===== src/rtl/mem_issue_arbiter.sv =====
// mem_issue_arbiter: issues a decoded bundle in program order as groups of at most
// MEM_PORTS memory instructions, routing each memory slot to its memory port.
module mem_issue_arbiter #(
    parameter int              WIDTH     = 4,
    parameter int              MEM_PORTS = 1,
    parameter int              OP_W      = 4,
    parameter logic [OP_W-1:0] LOAD_OP   = 4'b0010,
    parameter logic [OP_W-1:0] STORE_OP  = 4'b0100,
    parameter int              IDX_W     = $clog2(WIDTH)
) (
    input  logic                       clk,
    input  logic                       rst_n,
    input  logic                       in_valid,
    output logic                       in_ready,
    input  logic [WIDTH*OP_W-1:0]      in_op,
    input  logic [WIDTH-1:0]           in_mask,
    output logic                       issue_valid,
    input  logic                       issue_ready,
    output logic [WIDTH-1:0]           issue_mask,
    output logic [MEM_PORTS-1:0]       mem_port_valid,
    output logic [MEM_PORTS*IDX_W-1:0] mem_port_sel,
    output logic                       group_last,
    output logic [7:0]                 replay_count
);
    typedef enum logic {IDLE, HOLD} state_t;

    state_t                  state_q, state_d;
    logic [WIDTH*OP_W-1:0]   op_q, op_d;
    logic [WIDTH-1:0]        pending_q, pending_d;
    logic [7:0]              replay_q, replay_d;
    logic [IDX_W:0]          mem_cnt;
    logic                    is_mem, stop, fire, accept;

    // Strict in-order: the first memory slot beyond the port budget closes the group.
    always_comb begin
        issue_mask     = '0;
        mem_port_valid = '0;
        mem_port_sel   = '0;
        mem_cnt        = '0;
        stop           = 1'b0;
        is_mem         = 1'b0;
        for (int i = 0; i < WIDTH; i++) begin
            is_mem = pending_q[i] && (op_q[i*OP_W +: OP_W] == LOAD_OP || op_q[i*OP_W +: OP_W] == STORE_OP);
            if (is_mem && mem_cnt == (IDX_W+1)'(MEM_PORTS))
                stop = 1'b1;
            if (pending_q[i] && !stop) begin
                issue_mask[i] = 1'b1;
                if (is_mem) begin
                    for (int k = 0; k < MEM_PORTS; k++) begin
                        if (mem_cnt == (IDX_W+1)'(k)) begin
                            mem_port_valid[k]               = 1'b1;
                            mem_port_sel[k*IDX_W +: IDX_W]  = IDX_W'(i);
                        end
                    end
                    mem_cnt = mem_cnt + 1'b1;
                end
            end
        end
    end

    always_comb begin
        issue_valid  = state_q == HOLD;
        group_last   = issue_valid && ((pending_q & ~issue_mask) == '0);
        fire         = issue_valid && issue_ready;
        in_ready     = !issue_valid || (fire && group_last);
        accept       = in_valid && in_ready;
        pending_d    = accept ? in_mask : (fire ? (pending_q & ~issue_mask) : pending_q);
        op_d         = accept ? in_op : op_q;
        state_d      = (pending_d != '0) ? HOLD : IDLE;
        replay_d     = (fire && !group_last && replay_q != 8'hFF) ? replay_q + 8'd1 : replay_q;
        replay_count = replay_q;
    end

    always_ff @(posedge clk or negedge rst_n) begin
        if (!rst_n) begin
            state_q   <= IDLE;
            op_q      <= '0;
            pending_q <= '0;
            replay_q  <= '0;
        end else begin
            state_q   <= state_d;
            op_q      <= op_d;
            pending_q <= pending_d;
            replay_q  <= replay_d;
        end
    end
endmodule


===== config.mk =====
export PLATFORM = sky130hd
export DESIGN_NAME = mem_issue_arbiter
export DESIGN_NICKNAME = d
export VERILOG_FILES = /design/src/rtl/mem_issue_arbiter.sv
export SDC_FILE = /design/constraint.sdc
export NUM_CORES = 1
export LEC_CHECK = 0
export CORE_ASPECT_RATIO = 0.9
export CORE_MARGIN = 2
export CORE_UTILIZATION = 40
export CTS_CLUSTER_DIAMETER = 40
export DETAILED_ROUTE_END_ITERATION = 16
export HOLD_SLACK_MARGIN = 0.03
export PLACE_DENSITY = 0.66
export SETUP_SLACK_MARGIN = 0.02
export SLEW_MARGIN = 20
export SYNTH_ARGS = -nofsm -noshare
export SYNTH_HDL_FRONTEND = slang
export SYNTH_SLANG_ARGS = --single-unit
export TNS_END_PERCENT = 5

===== constraint.sdc =====
create_clock -name clk -period 10.9 [get_ports clk]
set_input_delay 2.18 -clock clk [delete_from_list [all_inputs] [get_ports clk]]
set_output_delay 2.18 -clock clk [all_outputs]
set_load 0.1 [all_outputs]

Word-level counts from Yosys, hierarchy flattened
Index checks and enable logic that the tools add are counted.
{"block": "classes", "add_sub_neg": 3, "eq_ne": 12, "muxes": 36, "n_bitwise": 2, "n_reduce_logical": 31}
{"cell": "two-way mux 1 bit", "count": 24}
{"cell": "== test 4 x 2 -> 1 bit (second input constant)", "count": 4}
{"cell": "== test 4 x 3 -> 1 bit (second input constant)", "count": 4}
{"cell": "logical AND 1 bit", "count": 16}
{"cell": "two-way mux 2 bit", "count": 6}
{"cell": "two-way mux 3 bit", "count": 4}
{"cell": "== test 3 x 1 -> 1 bit (second input constant)", "count": 3}
{"cell": "logical NOT 3 bit", "count": 3}
{"cell": "adder 8 x 1 -> 8 bit (second input constant)", "count": 1}
{"cell": "two-way mux 4 bit", "count": 2}
{"cell": "!= test 8 bit (second input constant)", "count": 1}
{"cell": "adder 3 x 1 -> 3 bit (second input constant)", "count": 2}
{"cell": "logical NOT 1 bit", "count": 5}
{"cell": "logical OR 1 bit", "count": 5}
{"cell": "AND 4 bit", "count": 1}
{"cell": "logical NOT 4 bit", "count": 1}
{"cell": "NOT 4 bit", "count": 1}
{"cell": "nonzero test 4 bit", "count": 1}
{"block": "totals", "regBits": 29, "in_bits": 24, "out_inout_bits": 18, "elab_cells": 88}

Depth between registers and ports, before layout
{"block": "logic_depth", "word_depth": 33, "mapped_depth": 15, "mapped_depth_nobuf": 14}

Least setup slack after synthesis
Ideal clock, no wire load.
{"block": "synth_path", "path_kind": "flip-flop to output port", "start": "register pending_q[1]", "end": "output port mem_port_valid", "arrival_ns": 4.235, "t_required_ns": 8.720, "setup_slack_ns": 4.485, "stages_incl_launch_ff": 14, "path_buffers": 2, "cell_sequence": "dfrtp_1 clkbuf_1 inv_1 nor4_1 ha_1 clkbuf_1 or3b_2 nand2_1 ha_1 nor3_1 a311oi_2 a21boi_1 o21a_1 or2_1"}
{"block": "synth_via", "elab_chain_len": 18, "elab_cells_between_ends": 30, "cone_classes": "add/sub (1); eq/ne (2); mux (15); reduce/logical (12)"}
{"item": "start, declared", "line": "29", "source": "logic [WIDTH-1:0] pending_q, pending_d;"}
{"item": "start signal, assigned", "line": "83", "source": "pending_q <= pending_d;"}
{"item": "branches (longest 17 deep; another with adder 3 x 1 -> 3 bit)"}
{"item": "two-way mux 1 bit *", "line": "46", "source": "if (pending_q[i] && !stop) begin"}
{"item": "end, declared", "line": "20", "source": "output logic [MEM_PORTS-1:0] mem_port_valid,"}
Every way passes the cells marked *.

Worst setup path after layout
Ends and elaborated chain as after synthesis.

==> impl_metrics.py <==
metrics = {
    "outcome": {
        "status": "finished clean",
    },
    "routing": {
        "num_vias": 1313,
        "vias_per_cell": 4.88,
        "antenna_left": 0,
        "wirelength_um": 3900,
        "wl_per_cell_um": 14.5,
        "dr.pass1.iters": 4,
        "first_iter_violations": 124,
        "drcViolationCount": 0,
    },
    "setup_path": {
        "crit_type": "reg -> out",
        "worstPathRequired_ns": 8.72,
        "arrival_ns": 4.64,
        "path_max_fanout": 10,
        "rr_worst_depth": 11,
        "cp-end-kind": "output port",
        "cp-start-kind": "register",
    },
    "pwr": {
        "powerDensity_nw_per_um2": 239,
        "ir_drop_uv": 97.7,
        "leakagePower_nw": 1.07,
        "total_power_mw": 0.561,
    },
    "clocking": {
        "cts-root-buf": "clkbuf_8",
        "clockBufferDepth": 2,
        "clk_pin_slew_ns": 0.07,
        "cts.sinks": 29,
        "htreeDepth": 2,
        "cts_hold_buffers": 0,
        "insertion_delay_ns": 0.29,
        "post_cts_buffers": 0,
        "numCtsBuffers": 5,
        "cts_tree": "built",
        "postCtsResizedCells": 0,
    },
    "floorplanning": {
        "dieWidth_um": 74.6,
        "initial_core_util_pct": 41.0,
        "dieHeight_um": 67.5,
        "die_area_um2": 5040,
        "num_rows": 23,
        "coreArea_um2": 4370,
        "io_pins": 42,
    },
    "cells_and_area": {
        "final_area_um2": 2350,
        "diodes": 0,
        "nNetsFinal": 237,
        "final_common_cell": "clkdlybuf4s50_1",
        "drive_gt1_share_pct": 17.4,
        "areaGrowthSynthToFinish_pct": 31.2,
        "final_cell_mix": "clkdlybuf4s50_1 (41), dfrtp_1 (29), mux2_4 (16)",
    },
    "global_routing": {
        "grt_use_total_pct": 17.9,
        "grt_remaining_overflow": 0,
        "grt_max_degree": 30,
        "grt_pass1_wl_um": 6650,
        "first_global_vias": 1345,
        "grt_antenna_before_repair": 0,
    },
    "placement": {
        "port_buffers": 41,
        "place_area_um2": 2230,
        "gp_congestion": 0.820,
        "place_hpwl_um": 2900,
    },
    "synthesis": {
        "synth_cell_types": 46,
        "synthArstFlopShare_pct": 100,
        "ys_seq_area_share_pct": 40.4,
        "synth_edf_count": 0,
        "yosys_warnings": 0,
        "ys.flop_type": "dfrtp_1",
        "syn_inst": 162,
        "synth_area_um2": 1790,
        "ys_seq_elements": 29,
        "syn_area_per_cell_um2": 11.1,
    },
    "timing": {
        "setup_tns_ns": 0,
        "setup_viol": 0,
        "post-route-min-period_ns": 6.82,
        "slew_headroom_pct": 34.2,
        "finalCritPeriodShare_pct": 62.6,
        "worst_slew_pin_slew_ns": 0.984,
        "rsz0062_at_grt": "false",
        "fin_skew_ns": 0.00831,
        "fmax_mhz": 147,
        "drv_slew": 0,
        "final-hold-violation-count": 0,
    },
    "hold_path": {
        "min_delay_path_depth": 1,
        "min_path_type": "reg -> reg",
    },
    "run": {
        "maxCapViolCount": 0,
    },
}
==> final cells by class <==
| type | instances | area (um^2) |
|---|---|---|
| clock buffer | 6 | 82.6 |
| clock inverter | 2 | 37.5 |
| fill | 409 | 2020 |
| inverter | 12 | 45.0 |
| multi-input combinational | 116 | 967 |
| sequential | 29 | 726 |
| tap | 62 | 77.6 |
| timing repair buffer | 42 | 418 |
==> layer usage <==
| metal | GRT usage, % | wire (um) | vias to the layer above |
|---|---|---|---|
| li1 | - | - | 652 |
| met1 | 24.1 | 1810 | 624 |
| met2 | 27.7 | 1890 | 32 |
| met3 | 6.12 | 169 | 5 |
| met4 | 4.69 | 30 | 0 |
| met5 | 0 | 0 | - |
==> critical path, cell delays in order, from the launching register on <==
cell and delay [ns]:
dfrtp_1 0.48, inv_1 0.10, nor4_1 0.53, ha_1 0.36, or3b_2 0.47, nand2_1 0.14, ha_1 0.29, nor3_1 0.14
a311oi_2 0.33, a21boi_1 0.13, o21a_1 0.21, or2_1 0.22, clkdlybuf4s50_1 0.96
==> worst paths after layout <==
check,start,endpoint,slack [ns]
worst min-delay path,op_q[12],op_q[12],0.51
worst max-delay path,pending_q[1],mem_port_valid,4.08
max in group asynchronous,rst_n,op_q[6],8.34
min in group asynchronous,rst_n,replay_count[3],2.28
worst min register to register,op_q[12],op_q[12],0.51
worst max register to register,pending_q[1],op_q[7],6.49
==> kinds of logic after synthesis <==
kind of cell	count (synthesis)	share of synthesized area, %
multiplexers	23	17.4
adder cells (fa/ha/maj)	7	4.88
AND/OR/NAND/NOR	47	14.4
buffers and inverters	18	5.86
other	2	0.419
AO/OA/AOI/OAI	24	10.7
flip-flops	29	40.4
XOR/XNOR	12	5.86
==> flip-flops by register name, summed over array words and instances (netlist names) <==
name	cells
issue_valid	1
op_q	16
pending_q	4
replay_count	8
==> cell usage after synthesis, types with 2 or more instances <==
cell type	instances	area [um^2]
nand2_1	14	52.6
nor4_1	4	25.0
mux2_4	16	240
mux2_2	2	22.5
nor3_1	3	15.0
nor2b_1	2	12.5
a211oi_1	2	15.0
xor2_1	8	70.1
nor2_1	6	22.5
inv_1	11	41.3
mux2i_1	5	50.1
conb_1	2	7.51
buf_12	2	40.0
dfrtp_1	29	726
ha_1	7	87.6
o21ai_0	5	25.0
nand3_1	5	25.0
clkbuf_1	2	7.51
a31oi_1	3	18.8
a21oi_1	4	20.0
and2_1	2	12.5
xnor2_1	4	35.0
==> through the flow <==
stage / util [%] / hold slack, ns / cells / worst slack, ns
floorplan: - / 0.474 / 163 / 4.49
global placement: 51.1 / 0.491 / 261 / 4.56
detailed placement: 51.1 / 0.496 / 261 / 4.42
CTS: 53.8 / 0.509 / 269 / 4.06
global route: 53.8 / 0.536 / 269 / 3.70
finish: 53.8 / 0.507 / 269 / 4.08
==> report_power, final <==
group | internal (mW) | switching (mW) | total (mW)
Combinational | 0.101 | 0.178 | 0.279
Clock | 0.0743 | 0.0450 | 0.119
Sequential | 0.136 | 0.0267 | 0.163
Total | 0.312 | 0.250 | 0.561
No activity file was read; power rests on OpenSTA's default activity.
